$ cat config.mk
export PLATFORM = sky130hd
export DESIGN_NAME = sr_monitor_flat
export DESIGN_NICKNAME = d
export VERILOG_FILES = /design/src/rtl/sr_monitor_if.sv /design/src/rtl/sr_monitor.sv /design/src/flat_wrapper.sv
export SDC_FILE = /design/constraint.sdc
export NUM_CORES = 1
export LEC_CHECK = 0
export BUFFER_PORTS_ARGS = -buffer_cell sky130_fd_sc_hd__buf_2
export CAP_MARGIN = 15
export CORE_UTILIZATION = 40
export DETAILED_ROUTE_END_ITERATION = 8
export PLACE_DENSITY = 0.68
export SETUP_SLACK_MARGIN = 0.02
export SKIP_LAST_GASP = 1
export SLEW_MARGIN = 0
export SYNTH_ARGS = -nofsm -noshare
export SYNTH_HDL_FRONTEND = slang
export SYNTH_SLANG_ARGS = --single-unit
$ cat constraint.sdc
create_clock -name clk -period 2.1 [get_ports clk]
set_clock_uncertainty 0.05 [all_clocks]
set_input_delay 0.21 -clock clk [delete_from_list [all_inputs] [get_ports clk]]
set_output_delay 0.21 -clock clk [all_outputs]
set_load 0.02 [all_outputs]
$ cat src/rtl/sr_monitor_if.sv
// sr_monitor_if: groups the observed SR flip-flop signals and the monitor results.
//   s, r, q_obs  - set/reset commands and Q of the monitored flip-flop
//   clear        - synchronous clear of counters and sticky flag
//   q_exp        - expected Q from the reference model
//   synced       - monitor is tracking (expected value known)
//   err_pulse    - one-cycle mismatch indication
//   err_sticky   - latched mismatch flag
//   err_cnt      - saturating mismatch count
//   chk_cnt      - wrapping count of compared cycles
//   illegal      - one-cycle pulse when s=r=1 was sampled
// Modports: master drives stimulus and observes results; slave is the monitor side.
interface sr_monitor_if;
    logic        s;
    logic        r;
    logic        q_obs;
    logic        clear;
    logic        q_exp;
    logic        synced;
    logic        err_pulse;
    logic        err_sticky;
    logic [7:0]  err_cnt;
    logic [15:0] chk_cnt;
    logic        illegal;

    modport master (
        output s, r, q_obs, clear,
        input  q_exp, synced, err_pulse, err_sticky, err_cnt, chk_cnt, illegal
    );

    modport slave (
        input  s, r, q_obs, clear,
        output q_exp, synced, err_pulse, err_sticky, err_cnt, chk_cnt, illegal
    );
endinterface

$ cat src/rtl/sr_monitor.sv
// sr_monitor: checks an SR flip-flop against an internal reference model.
// Ports:
//   clk    - clock, all state updates on the rising edge
//   rst_n  - asynchronous active-low reset
//   bus    - sr_monitor_if.slave (see interface file for signal list)
// Build option: define SR_MON_ILLEGAL_EN to pulse bus.illegal when s=r=1 is sampled;
// otherwise bus.illegal is tied to 0. The FSM is identical in both builds.
module sr_monitor (
    input logic         clk,
    input logic         rst_n,
    sr_monitor_if.slave bus
);

    typedef enum logic [0:0] {StUnsync, StTrack} state_e;

    state_e      state_q, state_d;
    logic        q_exp_q, q_exp_d;
    logic        err_pulse_q, err_pulse_d;
    logic        err_sticky_q, err_sticky_d;
    logic [7:0]  err_cnt_q, err_cnt_d;
    logic [15:0] chk_cnt_q, chk_cnt_d;
    logic        compare;
    logic        mismatch;
    logic        set_cmd, rst_cmd, both_cmd;

    assign set_cmd  = bus.s & ~bus.r;
    assign rst_cmd  = ~bus.s & bus.r;
    assign both_cmd = bus.s & bus.r;

    // FSM state register
    always_ff @(posedge clk or negedge rst_n) begin
        if (!rst_n) begin
            state_q <= StUnsync;
        end else begin
            state_q <= state_d;
        end
    end

    // FSM next state: any single command syncs, s=r=1 loses sync
    always_comb begin
        state_d = state_q;
        if (set_cmd || rst_cmd) begin
            state_d = StTrack;
        end else if (both_cmd) begin
            state_d = StUnsync;
        end
    end

    // FSM outputs, decoded from the state flop only
    always_comb begin
        compare    = 1'b0;
        bus.synced = 1'b0;
        unique case (state_q)
            StTrack: begin
                compare    = 1'b1;
                bus.synced = 1'b1;
            end
            default: begin
                compare    = 1'b0;
                bus.synced = 1'b0;
            end
        endcase
    end

    // Compare uses the current model value; a mismatch never reloads it
    assign mismatch = compare & (bus.q_obs != q_exp_q);

    always_comb begin
        q_exp_d      = q_exp_q;
        err_pulse_d  = mismatch;
        err_sticky_d = err_sticky_q;
        err_cnt_d    = err_cnt_q;
        chk_cnt_d    = chk_cnt_q;

        if (set_cmd) begin
            q_exp_d = 1'b1;
        end else if (rst_cmd) begin
            q_exp_d = 1'b0;
        end

        // clear takes priority over counting, but err_pulse still reports the mismatch
        if (bus.clear) begin
            err_sticky_d = 1'b0;
            err_cnt_d    = 8'd0;
            chk_cnt_d    = 16'd0;
        end else begin
            if (compare) begin
                chk_cnt_d = chk_cnt_q + 16'd1;
            end
            if (mismatch) begin
                err_sticky_d = 1'b1;
                if (err_cnt_q != 8'hff) begin
                    err_cnt_d = err_cnt_q + 8'd1;
                end
            end
        end
    end

    always_ff @(posedge clk or negedge rst_n) begin
        if (!rst_n) begin
            q_exp_q      <= 1'b0;
            err_pulse_q  <= 1'b0;
            err_sticky_q <= 1'b0;
            err_cnt_q    <= 8'd0;
            chk_cnt_q    <= 16'd0;
        end else begin
            q_exp_q      <= q_exp_d;
            err_pulse_q  <= err_pulse_d;
            err_sticky_q <= err_sticky_d;
            err_cnt_q    <= err_cnt_d;
            chk_cnt_q    <= chk_cnt_d;
        end
    end

    assign bus.q_exp      = q_exp_q;
    assign bus.err_pulse  = err_pulse_q;
    assign bus.err_sticky = err_sticky_q;
    assign bus.err_cnt    = err_cnt_q;
    assign bus.chk_cnt    = chk_cnt_q;

`ifdef SR_MON_ILLEGAL_EN
    logic illegal_q;

    always_ff @(posedge clk or negedge rst_n) begin
        if (!rst_n) begin
            illegal_q <= 1'b0;
        end else begin
            illegal_q <= both_cmd;
        end
    end

    assign bus.illegal = illegal_q;
`else
    assign bus.illegal = 1'b0;
`endif

endmodule
$ cat src/flat_wrapper.sv
// flat-port wrapper written by rule: the top's interface ports become plain ports
module sr_monitor_flat 
  (clk, rst_n, bus_s, bus_r, bus_q_obs, bus_clear, bus_q_exp, bus_synced, bus_err_pulse, bus_err_sticky, bus_err_cnt, bus_chk_cnt, bus_illegal);
  sr_monitor_if bus_i ();
  input logic clk;
  input logic rst_n;
  input wire logic [$bits(bus_i.s)-1:0] bus_s;
  input wire logic [$bits(bus_i.r)-1:0] bus_r;
  input wire logic [$bits(bus_i.q_obs)-1:0] bus_q_obs;
  input wire logic [$bits(bus_i.clear)-1:0] bus_clear;
  output wire logic [$bits(bus_i.q_exp)-1:0] bus_q_exp;
  output wire logic [$bits(bus_i.synced)-1:0] bus_synced;
  output wire logic [$bits(bus_i.err_pulse)-1:0] bus_err_pulse;
  output wire logic [$bits(bus_i.err_sticky)-1:0] bus_err_sticky;
  output wire logic [$bits(bus_i.err_cnt)-1:0] bus_err_cnt;
  output wire logic [$bits(bus_i.chk_cnt)-1:0] bus_chk_cnt;
  output wire logic [$bits(bus_i.illegal)-1:0] bus_illegal;
  assign bus_i.s = bus_s;
  assign bus_i.r = bus_r;
  assign bus_i.q_obs = bus_q_obs;
  assign bus_i.clear = bus_clear;
  assign bus_q_exp = bus_i.q_exp;
  assign bus_synced = bus_i.synced;
  assign bus_err_pulse = bus_i.err_pulse;
  assign bus_err_sticky = bus_i.err_sticky;
  assign bus_err_cnt = bus_i.err_cnt;
  assign bus_chk_cnt = bus_i.chk_cnt;
  assign bus_illegal = bus_i.illegal;
  sr_monitor u_core (.clk(clk), .rst_n(rst_n), .bus(bus_i));
endmodule
---- After elaboration in Yosys (flattened, before gate mapping) ----
Cells that the tools add are included.
operators by class
  add/sub/neg operators ................... 2
  eq/ne operators ......................... 2
  mux-type cells .......................... 12
  reduce and logical (&&, ||, !) cells .... 7
  bitwise logic cells ..................... 6
operator list
  kind                   count
  $mux 16                2
  $mux 8                 3
  $add 16x1->16 const B  1
  $reduce_bool 2->1      5
  $add 8x1->8 const B    1
  $ne 8x8->1 const B     1
  $mux 1                 7
  $and 1x1->1            4
  $not 1->1              2
  $reduce_and 2->1       1
  $logic_or 1x1->1       1
  $ne 1x1->1             1
storage, ports and cells
  register bits after elaboration ......... 28
  bits of input ports ..................... 6
  logic and storage cells ................. 35
  output and inout bits ................... 29

---- Longest topological paths before layout ----
Gate-level depths: netlist of the first run.
  word-level depth ........................ 4
  depth in mapped cells ................... 6
  gate-level depth less buffers ........... 5

---- Worst setup path after synthesis of the first run ----
OpenSTA, ideal clock, no wires.
  path kind ............................... register -> register
  start ................................... reg u_core.err_cnt_q[0] (netlist: u_core.bus.err_cnt[0])
  end ..................................... reg u_core.err_cnt_q[5] (netlist: u_core.bus.err_cnt[5])
  cell stages (with the launch flop) ...... 7
  path buffers ............................ 1
  library setup time ...................... 0.078 ns
  clock period less this slack ............ 1.714 ns
  data arrival time ....................... 1.586 ns
  slack ................................... 0.386 ns
  data required time ...................... 1.972 ns
  cell sequence ........................... dfrtp_1 -> ha_1 -> nand3_1 -> o211ai_2 -> buf_6 -> or4_1 -> a21oi_1
between the ends
  word-level cells in the longest chain between the ends .. 4
  elaborated cells on any way between the ends .. 7
  those cells by class .................... add/sub: 1; eq/ne: 1; mux: 3; reduce/logical: 2
ends and longest elaborated chain
  element                 RTL line           RTL
  from (decl)             sr_monitor.sv:20   logic [7:0] err_cnt_q, err_cnt_d;
  from (signal assigned)  sr_monitor.sv:110  err_cnt_q <= err_cnt_d;
  $add 8x1->8             sr_monitor.sv:93   err_cnt_d = err_cnt_q + 8'd1;
  $mux 8                  sr_monitor.sv:92   if (err_cnt_q != 8'hff) begin
  $mux 8                  sr_monitor.sv:90   if (mismatch) begin
  $mux 8                  sr_monitor.sv:82   if (bus.clear) begin
Several ways; a longest one is shown, not always the timed one. The select of a mux whose other input is x is not followed.
A chain may end at the register's enable or synchronous reset.

---- Worst setup path after layout of the first run ----
  start ................................... reg u_core.chk_cnt_q[0] (netlist: u_core.bus.chk_cnt[0])
  end ..................................... reg u_core.chk_cnt_q[12] (netlist: u_core.bus.chk_cnt[12])
between the ends
  word-level cells in the longest chain between the ends .. 3
ends and longest elaborated chain
  element                 RTL line           RTL
  from (decl)             sr_monitor.sv:21   logic [15:0] chk_cnt_q, chk_cnt_d;
  from (signal assigned)  sr_monitor.sv:111  chk_cnt_q <= chk_cnt_d;
  $add 16x1->16           sr_monitor.sv:88   chk_cnt_d = chk_cnt_q + 16'd1;
  $mux 16                 sr_monitor.sv:87   if (compare) begin
  $mux 16                 sr_monitor.sv:82
Every way passes these cells. The select of a mux whose other input is x is not followed.

==> reports/summary.txt, run 1 <==
ANT cells: 0
worst-case reg-to-reg path depth: 5
dpl cells: 211
slowest library cell on the worst path: dfrtp_1
Sink Count: 28
Data required, critical path: 2320 ps
asr flop ratio synth: 100.0%
hold path depth: 3
prevailing post-synth register cell: dfrtp_1
status: complete, no violations
fin crit period: 1826 ps
crit path max fanout: 5
root buffer cell: clkbuf_4
CP Class: flop to flop
DP HPWL: 2.124 mm
Synth-to-Final Area Change: 17.97%
Synth top area share: 49.34%
critical-path cell list: ha_1 -> and4_1 -> nand4_2 -> or3_1 -> a21oi_1
via count: 1183
CP startpoint kind: flop
HP Class: primary input to flop
total iterations of the first detailed-routing run: 4
largest net degree at the start of global routing: 29
fraction of layout instances using a drive strength above 1: 28.24%
final wirelength: 3.088 mm
vias in the first global route: 1083
WHS: 179.5 ps
register bit total from synthesis: 28
Yosys cell types: 37
final net count: 181
Worst R2R Start: u_core.bus.chk_cnt[0]$_DFFE_PN0P_
CP Capture Type: flop
Total GRT Usage: 17.14%
Worst-Skew Late Latency: 340 ps
Die Width: 61.59 µm
Max transition margin: 58.48%
sequential area share after synthesis: 49.34%
Reg clk slew, reported paths: 160 ps
GPL Wtd Cong: 0.8474
CORE AREA: 3363 µm²
post-route clock period utilization: 86.93%
Synth area leader: dfrtp_1
top-count cell post-synth: dfrtp_1
min-delay src: bus_s
slowest stage delay, CP: 490 ps
initial antenna violation count: 0
Final ANT Viol Nets: 0
die area: 3793 µm²
vias per inst: 5.477
GR Overflow Total: 0
CTS Buf Count: 3
Syn Area/Cell: 10.37 µm²
TritonCTS clock tree: built
WL/cell: 14.30 µm
Final Hold Viols: 0
Post-CTS Setup Bufs: 0
Synth area leaders: dfrtp_1 (49%), nor2_1 (4.5%), xnor2_1 (3.7%)
Max Slew Vio Count: 0
Post-Syn Area: 1420 µm²
Power Density: 663.2 nW/µm²
VDD IR-drop max: 346.7 µV
top post-synthesis cells by count: dfrtp_1 (28), nor2_1 (17), a21oi_1 (8), nand2_1 (7), xnor2_1 (6)
static leakage: 0.8040 nW
drt first-iter violations: 30
yosys warns: 0
IO Port Bufs: 33
DRC viols: 0
power consumption: 1.111 mW
global-route wire length before repair: 4.809 mm
setup TNS: 0 ps
FMAX: 547.8 MHz
Post-synth EDFFs: 0
Site Rows: 21
Critical Path AT: 2050 ps
Initial Util: 42.22%
RSZ-0062 raised after global routing: false
Chip Height: 61.59 µm
final setup vio count: 0
final cell count without fillers: 216
Tightest Pin Transition: 622.8 ps
# IOs: 35
syn_nets: 147
CTS H-tree lvls: 1
maxcap violations: 0
cells after synthesis: 137
clock buffer depth: 2
Setup crit start: u_core.bus.chk_cnt[0]$_DFFE_PN0P_
-- metrics by stage --
step | worst slack [ps] | cell area, µm² | util (%)
4_1_cts | 290.5 | 1675 | 49.81
5_1_grt | 176.8 | 1675 | 49.81
2_1_floorplan | 386.2 | 1420 | -
3_3_place_gp | 387.7 | 1613 | 47.95
3_5_place_dp | 338.7 | 1613 | 47.95
6_report | 274.4 | 1675 | 49.81
-- cells in the final DEF, fill, tap and decap left out, drive strengths merged, types with 2 or more instances in the layout --
cell    synthesis  layout
a21oi           8       8
and2            2       2
and4            2       2
buf             3      34
clkbuf          3       3
dfrtp          28      28
ha              4       4
inv             5       5
mux2            3       3
mux2i           3       3
nand2           7       7
nand3           7       7
nand4           5       5
nor2           18      18
nor3            3       3
o21ai           4       4
o31ai           2       2
o41ai           2       2
or3             4       4
or4             2       2
or4b            2       2
xnor2           6       6
xor2            6       6
-- area by class of cell --
type / instances / area, µm²
Tap cell: 46 / 57.56
Clock buffer: 3 / 22.52
Timing Repair Buffer: 35 / 182.7
Clock inverter: 1 / 30.03
Sequential cell: 28 / 700.7
Multi-Input combinational cell: 98 / 663.1
Inverter: 5 / 18.77
Fill cell: 342 / 1688
-- registers in the layout, indices dropped and copies added (netlist names) --
signal                 cells
u_core.bus.chk_cnt        16
u_core.bus.err_cnt         8
u_core.bus.err_pulse       1
u_core.bus.err_sticky      1
u_core.bus.q_exp           1
u_core.state_q             1
-- path summary, 6_finish.rpt --
path	slack (ps)	endpoint
min in group asynchronous	340	u_core.bus.chk_cnt[14]$_DFFE_PN0P_
worst max-delay path	270	u_core.bus.chk_cnt[12]$_DFFE_PN0P_
worst max register to register	270	u_core.bus.chk_cnt[12]$_DFFE_PN0P_
max in group asynchronous	1250	u_core.bus.err_cnt[0]$_DFFE_PN0P_
worst min-delay path	180	u_core.bus.q_exp$_DFFE_PN0P_
worst min register to register	480	u_core.bus.err_sticky$_DFFE_PN0P_
-- layer usage --
| metal | global-route usage [%] | share of wire [%] | wire length, µm |
|---|---|---|---|
| met2 | 25.65 | 47 | 1448 |
| met3 | 2.521 | 4.9 | 152 |
| met4 | 8.571 | 1.5 | 46 |
| met5 | 0 | 0 | 0 |
| met1 | 24.20 | 47 | 1440 |
-- logic make-up (layout without fill, tap and decap cells) --
kind of cell	count (synthesis)	after routing	share of synthesized area, %
xor+xnor	12	12	7.930
fa+ha+maj	4	4	3.524
buf+inv	11	44	3.964
compound gates	18	18	8.018
flops	28	28	49.34
simple gates	57	57	22.47
other cells	1	1	0.2641
mux	6	6	4.493
-- critical path: cells and delay by family, from the launching register on --
kind,cells,cell delay [ps]
flops,1,490
simple gates,3,860
fa+ha+maj,1,210
compound gates,1,150
-- repair_timing --
| action | CTS | global route |
|---|---|---|
| endpoints found under the hold margin | 28 | 0 |
| hold buffers | 1 | 0 |
| gates resized for setup | 0 | 0 |
-- power by group --
group          internal (mW)  total (mW)  switching [mW]
clock network          0.193       0.367           0.174
registers              0.562       0.587          0.0252
logic                 0.0563       0.157           0.101
total                  0.812        1.11           0.300
Power figures use the tool's default switching activity.
==> inputs of run 2 (changes only) <==
--- a/config.mk
+++ b/config.mk
@@ -9,6 +9,7 @@
 export CAP_MARGIN = 15
 export CORE_UTILIZATION = 40
 export DETAILED_ROUTE_END_ITERATION = 8
+export GPL_TIMING_DRIVEN = 0
 export PLACE_DENSITY = 0.68
 export SETUP_SLACK_MARGIN = 0.02
 export SKIP_LAST_GASP = 1
==> run 2 against run 1 <==
  * Power down 12%
  * Routed wire length down 6.3%
  * Non-clock buffer count up 4
  * Critical endpoint is now u_core.bus.chk_cnt[14]$_DFFE_PN0P_
  * Design area down 0.30%
  * Cell count up 1.4%
  * Sequential share of layout area up 0.13 points
  * Via count down 4.7%
  * Flip-flop and latch count unchanged
  * Critical path depth unchanged
  * First-iteration DRC count down 33%
  * Setup slack better by 56 ps
  * Highest routed layer unchanged
  * Core utilization down 0.15 points
==> reports/summary.txt, run 2 (synthesis results as in run 1) <==
status: complete, no violations
die area: 3793 µm² (unchanged)
clock buffer depth: 2 (unchanged)
setup TNS: 0 ps (unchanged)
power consumption: 978.9 µW (-12%)
switching pwr: 285.7 µW (-4.6%)
final net count: 185 (+2.2%)
Die Width: 61.59 µm (unchanged)
via count: 1127 (-4.7%)
fillcell total: 324 (-5.3%)
Reg power frac: 59.9% (+7.0 points)
Synth-to-Final Area Change: 17.62%
Total GRT Usage: 17.78% (+0.65 points)
DP HPWL: 2.109 mm (-0.73%)
Chip Height: 61.59 µm (unchanged)
initial antenna violation count: 0 (unchanged)
CTS Buf Count: 3 (unchanged)
CP Capture Type: flop
max reg flops: 16 (unchanged)
vias in the first global route: 1111 (+2.6%)
vias per inst: 5.146 (-6.0%)
GPL Wtd Cong: 0.8895 (+5.0%)
fin util: 49.67% (-0.15 points)
Max Slew Vio Count: 0 (unchanged)
Setup WS pre-CTS: 353.4 ps (+14.68 ps)
Reg clk slew, reported paths: 140 ps (-20 ps)
Final ANT Viol Nets: 0 (unchanged)
most frequent cells in the layout: buf_2 (32), dfrtp_1 (28), nor2_1 (17)
Max transition margin: 58.87% (+0.39 points)
hold path depth: 2 (-1)
WL/cell: 13.21 µm (-7.6%)
root buffer cell: clkbuf_4
crit path max fanout: 5 (unchanged)
ANT cells: 0 (unchanged)
RSZ-0062 raised after global routing: false
Power Density: 586.0 nW/µm² (-12%)
largest net degree at the start of global routing: 29 (unchanged)
Tightest Pin Transition: 616.9 ps (-5.863 ps)
post-route clock period utilization: 84.28% (-2.7 points)
# IOs: 35 (unchanged)
Area after DPL: 1638 µm² (+1.6%)
final wirelength: 2.894 mm (-6.3%)
global-route wire length before repair: 5.016 mm (+4.3%)
drt first-iter violations: 20 (-33%)
combinational power share: 17.2% (+3.1 points)
static leakage: 0.8009 nW (-0.38%)
Site Rows: 21 (unchanged)
final setup vio count: 0 (unchanged)
post-route setup slack: 330.2 ps (+55.77 ps)
Post-CTS Setup Bufs: 0 (unchanged)
fin area: 1670 µm² (-0.30%)
Critical Path AT: 1990 ps (-60 ps)
Final Hold Viols: 0 (unchanged)
fin crit period: 1770 ps (-55.77 ps)
dpl cells: 215 (+1.9%)
CTS H-tree lvls: 1 (unchanged)
Worst-Skew Late Latency: 330 ps (about the same)
VDD IR-drop max: 368.0 µV (+6.1%)
TritonCTS clock tree: built
Initial Util: 42.22% (unchanged)
HP Class: primary input to flop
maxcap violations: 0 (unchanged)
GR Overflow Total: 0 (unchanged)
Sink Count: 28 (unchanged)
switching share of power: 29.18% (+2.2 points)
DRC viols: 0 (unchanged)
most common cell after layout, fill and taps aside: buf_2
Clock power frac: 22.9% (-10 points)
worst-case reg-to-reg path depth: 5 (unchanged)
fraction of layout instances using a drive strength above 1: 27.75% (-0.49 points)
FMAX: 565.0 MHz (+3.2%)
total iterations of the first detailed-routing run: 4 (unchanged)
Internal: 693.2 µW (-15%)
CP Class: flop to flop
CP startpoint kind: flop
Data required, critical path: 2320 ps (about the same)
IO Port Bufs: 32 (-3.0%)
CORE AREA: 3363 µm² (unchanged)
final cell count without fillers: 219 (+1.4%)
WHS: 179.7 ps (+0.1500 ps)
run 2: cell types whose count changed in the layout (fill, tap and decap cells not counted):
cell / before / now
clkbuf_1: 0 / 3
buf_2: 33 / 32
buf_6: 0 / 1
bufinv_16: 1 / 0
buf_4: 1 / 2
run 2: worst paths after layout:
check	from	to	slack, ps
max in group asynchronous	rst_n	u_core.bus.chk_cnt[4]$_DFFE_PN0P_	1250
hold / removal	bus_clear	u_core.bus.chk_cnt[12]$_DFFE_PN0P_	180
min in group asynchronous	rst_n	u_core.bus.chk_cnt[6]$_DFFE_PN0P_	350
setup / recovery	u_core.bus.chk_cnt[0]$_DFFE_PN0P_	u_core.bus.chk_cnt[14]$_DFFE_PN0P_	330
hold reg to reg	u_core.bus.err_sticky$_DFFE_PN0P_	u_core.bus.err_sticky$_DFFE_PN0P_	480
setup reg to reg	u_core.bus.chk_cnt[0]$_DFFE_PN0P_	u_core.bus.chk_cnt[14]$_DFFE_PN0P_	330
run 2: final cells by class:
type                       instances  area (µm²)  share of cell area, %
inverter                           5       18.77                  1.124
tap                               46       57.56                  3.446
buffer                             6       37.54                  2.247
sequential                        28       700.7                  41.95
clock buffer                       3       22.52                  1.348
multi-input combinational         98       663.1                  39.70
timing repair buffer              33       170.2                  10.19
run 2: power groups by stage:
stage / registers (mW) / clock network (mW) / logic, mW
floorplan: 0.623 / 0 / 0.0814
global placement: 0.595 / 0 / 0.162
detailed placement: 0.597 / 0 / 0.169
CTS: 0.587 / 0.228 / 0.170
global route: 0.591 / 0.246 / 0.189
finish: 0.586 / 0.224 / 0.168
run 2: critical path, cell delays in order (launching register included):
cell	delay (ps)
dfrtp_1	480
ha_1	200
and4_1	300
nand4_2	190
or3_1	350
a21oi_1	140
run 2: timing repair:
action,4_1_cts,5_1_grt
hold buffers,1,0
gates resized for setup,0,0
endpoints found under the hold margin,28,0
run 2: metal layers:
| metal | part of all wire, % | vias up | GRT usage [%] | wire, µm |
|---|---|---|---|---|
| met1 | 47 | 544 | 23.61 | 1350 |
| met2 | 49 | 21 | 29.80 | 1417 |
| met3 | 2.9 | 4 | 1.891 | 85 |
| met4 | 1.4 | 0 | 6.984 | 40 |
| met5 | 0 | - | 0 | 0 |
| li1 | - | 558 | - | - |
